File: config.mk
export PLATFORM = sky130hd
export DESIGN_NAME = flash_array_ctrl
export DESIGN_NICKNAME = d
export VERILOG_FILES = /design/src/rtl/flash_array_ctrl.sv
export SDC_FILE = /design/constraint.sdc
export NUM_CORES = 1
export LEC_CHECK = 0
export CORE_MARGIN = 2
export CORE_UTILIZATION = 39
export DETAILED_ROUTE_END_ITERATION = 7
export PLACE_DENSITY = 0.8
export SYNTH_ARGS = -nofsm -noshare
export SYNTH_HDL_FRONTEND = slang
export SYNTH_SLANG_ARGS = --single-unit
File: constraint.sdc
create_clock -name wb_clk_i -period 2.2 [get_ports wb_clk_i]
set_input_delay 0.22 -clock wb_clk_i [delete_from_list [all_inputs] [get_ports wb_clk_i]]
set_output_delay 0.22 -clock wb_clk_i [all_outputs]
set_load 0.005 [all_outputs]
File: src/rtl/flash_array_ctrl.sv
// Wishbone responder sequencing read/program operations on the 8x8 flash array.
// Decodes rows into WL/SSL/GSL enables and times the sense/program phases.
`timescale 1ns/1ps
module flash_array_ctrl #(
  parameter logic [31:0] BASE_ADDR = 32'h3000_0000,
  parameter int          T_PRE     = 4,
  parameter int          T_SENSE   = 8,
  parameter int          T_PGM     = 64,
  parameter int          T_DIS     = 2
) (
  input  logic        wb_clk_i,
  input  logic        wb_rst_i,
  input  logic        wbs_cyc_i,
  input  logic        wbs_stb_i,
  input  logic        wbs_we_i,
  input  logic [3:0]  wbs_sel_i,
  input  logic [31:0] wbs_adr_i,
  input  logic [31:0] wbs_dat_i,
  output logic [31:0] wbs_dat_o,
  output logic        wbs_ack_o,
  input  logic [7:0]  array_out,
  output logic        sen1,
  output logic        sen2,
  output logic [3:0]  out_en,
  output logic [7:0]  wl_en,
  output logic [1:0]  ssl_en,
  output logic [1:0]  gsl_en,
  output logic        pgm_en,
  output logic [7:0]  bl_data,
  output logic        busy,
  output logic        irq
);

  typedef enum logic [2:0] {
    S_IDLE,
    S_SETUP,
    S_SENSE1,
    S_SENSE2,
    S_CAPTURE,
    S_PGM,
    S_DISCH
  } state_t;

  localparam logic [15:0] L_PRE   = 16'(T_PRE - 1);
  localparam logic [15:0] L_SENSE = 16'(T_SENSE - 1);
  localparam logic [15:0] L_PGM   = 16'(T_PGM - 1);
  localparam logic [15:0] L_DIS   = 16'(T_DIS - 1);

  state_t      state;
  state_t      nxt;
  logic [15:0] cnt;
  logic [15:0] cnt_nxt;
  logic        done_evt;
  logic        cap_evt;

  logic        op;
  logic [2:0]  row;
  logic        irq_en;
  logic [7:0]  wdata;
  logic [7:0]  rdata;
  logic        done;
  logic        overrun;
  logic        go;

  logic        hit;
  logic        wr;
  logic [1:0]  idx;
  logic [31:0] rd_mux;

  logic        act_d;
  logic        sen1_d;
  logic        sen2_d;
  logic [3:0]  out_en_d;
  logic [7:0]  wl_en_d;
  logic [1:0]  sg_d;
  logic        pgm_en_d;
  logic [7:0]  bl_data_d;

  logic        unused_bits;
  assign unused_bits = ^{wbs_sel_i[3:1], wbs_adr_i[1:0],
                         wbs_dat_i[31:8]};

  assign hit = wbs_cyc_i & wbs_stb_i & ~wbs_ack_o
             & (wbs_adr_i[31:4] == BASE_ADDR[31:4]);
  assign wr  = hit & wbs_we_i & wbs_sel_i[0];
  assign idx = wbs_adr_i[3:2];

  assign busy = (state != S_IDLE);
  assign irq  = done & irq_en;

  always_comb begin
    rd_mux = 32'h0;
    unique case (1'b1)
      idx == 2'd0: rd_mux = {26'h0, irq_en, row, op, 1'b0};
      idx == 2'd1: rd_mux = {24'h0, wdata};
      idx == 2'd2: rd_mux = {24'h0, rdata};
      idx == 2'd3: rd_mux = {29'h0, overrun, done, busy};
    endcase
  end

  always_ff @(posedge wb_clk_i) begin
    if (wb_rst_i) begin
      state <= S_IDLE;
      cnt   <= 16'h0;
    end else begin
      state <= nxt;
      cnt   <= cnt_nxt;
    end
  end

  always_comb begin
    nxt      = state;
    cnt_nxt  = (cnt == 16'h0) ? 16'h0 : cnt - 16'h1;
    done_evt = 1'b0;
    cap_evt  = 1'b0;
    unique case (state)
      S_IDLE: begin
        if (go) begin
          nxt     = S_SETUP;
          cnt_nxt = L_PRE;
        end
      end
      S_SETUP: begin
        if (cnt == 16'h0) begin
          nxt     = op ? S_PGM : S_SENSE1;
          cnt_nxt = op ? L_PGM : L_SENSE;
        end
      end
      S_SENSE1: begin
        if (cnt == 16'h0) begin
          nxt     = S_SENSE2;
          cnt_nxt = L_SENSE;
        end
      end
      S_SENSE2: begin
        if (cnt == 16'h0) begin
          nxt     = S_CAPTURE;
          cnt_nxt = 16'h0;
        end
      end
      S_CAPTURE: begin
        cap_evt = 1'b1;
        nxt     = S_DISCH;
        cnt_nxt = L_DIS;
      end
      S_PGM: begin
        if (cnt == 16'h0) begin
          nxt     = S_DISCH;
          cnt_nxt = L_DIS;
        end
      end
      S_DISCH: begin
        if (cnt == 16'h0) begin
          nxt      = S_IDLE;
          done_evt = 1'b1;
        end
      end
      default: nxt = S_IDLE;
    endcase
  end

  // Array controls are computed from the next state and registered.
  always_comb begin
    act_d = (nxt == S_SETUP) || (nxt == S_SENSE1)
         || (nxt == S_SENSE2) || (nxt == S_CAPTURE)
         || (nxt == S_PGM);
    sen1_d   = (nxt == S_SENSE1) || (nxt == S_SENSE2)
            || (nxt == S_CAPTURE);
    sen2_d   = (nxt == S_SENSE2) || (nxt == S_CAPTURE);
    out_en_d = (nxt == S_CAPTURE) ? 4'hF : 4'h0;
    wl_en_d  = act_d ? (8'd1 << row) : 8'h0;
    sg_d     = act_d ? (row[2] ? 2'b10 : 2'b01) : 2'b00;
    pgm_en_d = (nxt == S_PGM);
    bl_data_d = 8'h0;
    if (nxt == S_PGM)
      bl_data_d = (state == S_PGM) ? bl_data : wdata;
  end

  always_ff @(posedge wb_clk_i) begin
    if (wb_rst_i) begin
      sen1    <= 1'b0;
      sen2    <= 1'b0;
      out_en  <= 4'h0;
      wl_en   <= 8'h0;
      ssl_en  <= 2'b00;
      gsl_en  <= 2'b00;
      pgm_en  <= 1'b0;
      bl_data <= 8'h0;
    end else begin
      sen1    <= sen1_d;
      sen2    <= sen2_d;
      out_en  <= out_en_d;
      wl_en   <= wl_en_d;
      ssl_en  <= sg_d;
      gsl_en  <= sg_d;
      pgm_en  <= pgm_en_d;
      bl_data <= bl_data_d;
    end
  end

  always_ff @(posedge wb_clk_i) begin
    if (wb_rst_i) begin
      wbs_ack_o <= 1'b0;
      wbs_dat_o <= 32'h0;
      op        <= 1'b0;
      row       <= 3'h0;
      irq_en    <= 1'b0;
      wdata     <= 8'h0;
      rdata     <= 8'h0;
      done      <= 1'b0;
      overrun   <= 1'b0;
      go        <= 1'b0;
    end else begin
      wbs_ack_o <= hit;
      wbs_dat_o <= (hit & ~wbs_we_i) ? rd_mux : 32'h0;
      go        <= 1'b0;
      if (cap_evt)
        rdata <= array_out;
      if (wr) begin
        unique case (1'b1)
          idx == 2'd0: begin
            if (wbs_dat_i[0]) begin
              if (busy) begin
                overrun <= 1'b1;
              end else begin
                op     <= wbs_dat_i[1];
                row    <= wbs_dat_i[4:2];
                irq_en <= wbs_dat_i[5];
                done   <= 1'b0;
                go     <= 1'b1;
              end
            end else begin
              irq_en <= wbs_dat_i[5];
              if (!busy) begin
                op  <= wbs_dat_i[1];
                row <= wbs_dat_i[4:2];
              end
            end
          end
          idx == 2'd1: wdata <= wbs_dat_i[7:0];
          idx == 2'd2: ;
          idx == 2'd3: begin
            if (wbs_dat_i[1]) done    <= 1'b0;
            if (wbs_dat_i[2]) overrun <= 1'b0;
          end
        endcase
      end
      // Completion overrides a same-cycle done clear.
      if (done_evt)
        done <= 1'b1;
    end
  end

endmodule
# After elaboration in Yosys (flattened, before gate mapping)
# Index checks and enable logic that the tools add are counted.
# classes
add_sub_neg	1
multipliers	0
div_mod_pow	0
n_lt_le_gt_ge	0
n_eq_ne	22
shift	1
n_mux	35
bitwise	16
reduce_logical	23
# op_table
operator	count
$pmux 32 s4	1
$mux 16	6
$pmux 16 s6	1
$eq 28x26->1 const B	1
$mux 3	7
$pmux 3 s7	1
$logic_not 16->1	1
$sub 16x1->16 const B	1
$eq 3x3->1 const B	5
$mux 1	14
$eq 3x2->1 const B	4
$reduce_and 5->1	2
$ne 3x3->1 const B	3
$not 1->1	9
$ne 2x2->1 const B	4
$shl 1x3->8 const A	1
$and 1x1->1	7
$logic_or 1x1->1	7
$eq 3x1->1 const B	2
$mux 6	1
$reduce_and 3->1	2
$reduce_bool 3->1	2
$reduce_or 2->1	3
$eq 2x2->1 const B	2
9 further kinds	11
# totals
reg_bits	101
latch_bits	0
mem_bits_rw	0
mem_bits_ro	0
output_inout_bits	62
word_cells	117
n_memories	0

# Logic depth before layout (Yosys ltp)
# Gate-level depths: netlist of run 1.
# depth
word_depth	10
depth_mapped	9

# Worst setup path before layout of run 1
# Ideal clock, no wire load.
# synth_timing
path_kind	register to register
start	register cnt[0]
end	register cnt[1]
setup_ns	0.122
t_arrival_ns	1.965
required_ns	2.078
slack_ns	0.113
stages_incl_launch_ff	8
n_path_buf	0
cell_sequence	dfxtp_1 inv_1 ha_1 nor4b_2 nand4_1 nor3_2 mux2_1 a311o_1
# synth_between
elab_chain_cells	4
# synth_lines
item	line_no	text
start: declaration	51	logic [15:0] cnt;
start signal: assignment	107	cnt <= cnt_nxt;
$sub 16x1->16 / $logic_not 16->1 (equally long branches)	113, 124, 130	
$mux 16	113	cnt_nxt = (cnt == 16'h0) ? 16'h0 : cnt - 16'h1;
$mux 16, on equally long branches	--	
$pmux 16 s6 *	116	unique case (state)
# Every way passes the cells marked *; elsewhere a longest branch is shown, timed or not.
# A chain may end at the register's enable or synchronous reset.

# Final worst setup path of run 1
# layout_timing
start	register cnt[11]
end	register cnt[1]
# layout_between
elab_chain_cells	4
# layout_lines
item	line_no
$logic_not 16->1 *	--
$mux 16	113
$mux 16, on equally long branches	--
$pmux 16 s6 *	116
# Marked as above.

==> results.py, run 1 <==
metrics = {
    "grt": {
        "grt_pass1_vias": 2918,
        "gr-usage-all-layers": 0.175,
        "grt_start_max_net_pins": 26,
        "antenna_found_initial": 0,
        "grt_pass1_wl_um": 13500,
        "grt_overflow": 0,
    },
    "layout": {
        "syn_to_final_growth_pct": 34.6,
        "fillers": 778,
        "num_antenna_cells": 0,
        "final_layout_size_suffix_gt1_frac": 0.109,
        "post-route-util": 0.533,
        "nets": 571,
    },
    "setup_path": {
        "reg2reg_from": "cnt[11]",
        "rr_worst_depth": 4,
        "r2r-end": "cnt[1]",
        "worstPathRequired_ps": 2440,
        "path_buf_inv": 0,
        "worstPathArrival_ps": 2270,
        "endpoint": "cnt[1]",
        "path_delay_family": "simple AND/OR/NAND/NOR gates",
        "reg2reg_slack_ps": 170,
        "crit_path_start": "cnt[11]",
        "path_cells": "or4_4 > nor3_2 > mux2_1 > a311o_1",
        "path_max_fanout": 5,
        "crit_cells": 4,
        "slowest_stage": "or4_4",
        "critical-path-max-stage-delay_ps": 640,
        "endpoint_kind": "flop",
        "worst_setup_path_start_kind": "flop",
        "crit_type": "reg -> reg",
    },
    "routing": {
        "routed_via_density": 5.07,
        "drt_iter0_markers": 95,
        "firstDrtPassIters": 4,
        "wl_um": 8240,
        "vias": 3053,
        "postRouteAntennaNets": 0,
        "wire_per_inst_um": 13.7,
        "route.detailed.drc": 0,
    },
    "pwr": {
        "combPwrFrac": 0.336,
        "clkPwrFrac": 0.247,
        "power-per-cell-area_mw_per_mm2": 850,
        "power_leakage_nw": 1.64,
        "p_switching_mw": 1.37,
        "switching_share": 0.351,
        "finalPower_mw": 3.89,
        "pwr-share-seq": 0.417,
        "vdd_drop_max_mv": 0.350,
        "p_int_mw": 2.53,
    },
    "sta": {
        "finalSetupViolCount": 0,
        "slew_viol_final": 0,
        "tightest_slew_ps": 640,
        "period_minus_slack_ps": 2030,
        "final-hold-violation-count": 0,
        "max_freq_ghz": 0.492,
        "setup_tns_ps": 0,
        "finalWorstSetupSlack_ps": 168,
        "fin_worst_skew_ps": 8.28,
        "slew_headroom": 0.572,
        "rsz0062_at_grt": "true",
        "finalCritPeriodShare": 0.924,
    },
    "floorplanning": {
        "fp-row-count": 34,
        "start_util": 0.396,
        "ios": 143,
        "fp.dieH_um": 97.4,
        "core_area_mm2": 0.00859,
        "die_area_mm2": 0.00949,
        "die_x_um": 97.4,
    },
    "worst_hold_path": {
        "hp-start": "array_out[6]",
        "min_path_type": "in -> reg",
    },
    "yosys": {
        "ys_async_sr_fraction": 0,
        "yosys_warnings": 0,
        "ys.flop_type": "dfxtp_1",
        "syn_avg_cell_area_um2": 8.68,
        "synthCells": 392,
        "synth_edf_count": 0,
        "synth.largest_area_cell": "dfxtp_1",
        "synth_top_area_share": 0.435,
        "synth-seq-cells": 74,
        "synth_cell_types": 55,
        "syn_area_mm2": 0.00340,
        "ys_seq_area_frac": 0.435,
        "synthTopCellsByArea": "dfxtp_1 44%, buf_4 6.6%, nor2_1 5.6%",
    },
    "clocking": {
        "clockBufferDepth": 2,
        "cts_tree": "built",
        "clock_latency_ps": 350,
        "htree_levels": 3,
        "cts.sinks": 74,
        "clockRootBuffer": "clkbuf_8",
        "cts_inserted_buffers": 9,
        "clk_transition_reported_paths_ps": 80,
    },
    "status": {
        "status": "completed",
    },
    "placement": {
        "preCtsSetupSlack_ps": -48.4,
        "hpwl_um": 6230,
        "gp_congestion": 0.904,
        "portBuffers": 89,
    },
    "job": {
        "maxCapViolations": 0,
    },
}
-- stage by stage --
stage               hold WS [ps]  instances  instance area (um^2)
floorplan                    313        415                  3490
global placement             443        586                  4380
detailed placement           450        586                  4380
CTS                          400        602                  4560
global route                 420        602                  4580
finish                       413        602                  4580
-- worst reg2reg max path, stage by stage, from the launching register on --
cell and delay (ps):
dfxtp_1 350, or4_4 640, nor3_2 240, mux2_1 340
a311o_1 350
-- synthesized netlist by cell type (7+ instances only) --
library cell,number
inv_1,9
buf_4,30
a21oi_1,28
nand3_1,15
nor4_1,13
nor2_1,51
dfxtp_1,74
clkbuf_1,7
mux2i_1,15
xnor2_1,10
nor3_1,15
o21ai_0,7
nand2_1,41
-- worst min path at each step --
stage / slack, ps / end / cells after the start
after floorplan: 310 / wbs_ack_o / 1
after global placement: 440 / rdata[1] / 2
after detailed placement: 450 / rdata[0] / 2
after CTS: 400 / rdata[6] / 3
after global routing: 420 / rdata[2] / 3
final: 410 / rdata[6] / 3
-- what timing repair did --
action                     in CTS  in global routing
setup buffers                   0                  0
hold endpoints to repair        0                  0
setup endpoints to repair       0                 29
gates resized for setup         0                  3
hold buffers                    0                  0
-- cell usage in the layout, fill, tap and decap left out, types with 2 or more instances in the layout --
master / Yosys / routed
a2111oi_0: 2 / 2
a21oi_1: 28 / 28
a22oi_1: 3 / 3
a31oi_1: 5 / 5
and2_1: 3 / 3
and3_1: 2 / 2
and4_1: 2 / 2
buf_4: 30 / 20
clkbuf_8: 0 / 10
clkdlybuf4s50_1: 0 / 89
clkinv_4: 0 / 2
clkinvlp_4: 0 / 3
conb_1: 1 / 24
dfxtp_1: 74 / 74
inv_1: 9 / 9
mux2i_1: 15 / 15
mux4_2: 2 / 2
nand2_1: 41 / 40
nand2_2: 1 / 2
nand2b_1: 5 / 5
nand3_1: 15 / 15
nand4_1: 4 / 4
nor2_1: 51 / 51
nor2b_1: 5 / 5
nor3_1: 15 / 15
nor4_1: 13 / 13
nor4_4: 1 / 2
o21ai_0: 7 / 7
or3_1: 3 / 3
xnor2_1: 10 / 10
xor2_1: 4 / 4
-- sequential cells by signal, indices dropped and copies added (netlist names), 2 cells and up --
signal / count
gsl_en: 2
cnt: 16
rdata: 8
wbs_dat_o: 8
state: 3
wl_en: 8
bl_data: 8
row: 3
wdata: 8
-- kinds of logic (layout without fill, tap and decap cells) --
logic type	after synthesis	count (layout)	synth area share
other cells	1	24	0.00110
xor+xnor	14	14	0.0360
fa+ha+maj	1	1	0.00367
compound gates	55	55	0.105
buf+inv	56	135	0.0967
simple gates	173	173	0.261
flops	74	74	0.435
mux	18	18	0.0606
-- power by group through the flow --
stage / Clock, mW / Combinational, mW / Sequential (mW)
floorplan: 0 / 0.960 / 1.61
global placement: 0 / 1.24 / 1.64
detailed placement: 0 / 1.26 / 1.65
CTS: 0.986 / 1.27 / 1.62
global route: 1.04 / 1.44 / 1.64
finish: 0.962 / 1.31 / 1.63
-- final cells by class --
class	count	area (um^2)	share of cell area
Clock inverter	5	40.0	0.00874
Timing Repair Buffer	109	1040	0.227
Sequential cell	74	1480	0.323
Multi-Input combinational cell	285	1710	0.372
Clock buffer	11	141	0.0308
Tap cell	108	135	0.0295
Inverter	10	37.5	0.00819
-- routing by layer --
layer,vias to the layer above,part of all wire,global-route usage
met1,1416,0.45,0.223
met5,-,0,0
met2,121,0.47,0.277
met4,0,0.021,0.0865
met3,13,0.064,0.0432
li1,1503,-,-
No activity file was read; power rests on OpenSTA's default activity.
==> run 2, diff against run 1 <==
CAP_MARGIN = 20   (was not set)
==> results of run 2 <==
Same layout as run 1: the final DEF is identical, and so are final timing and power.
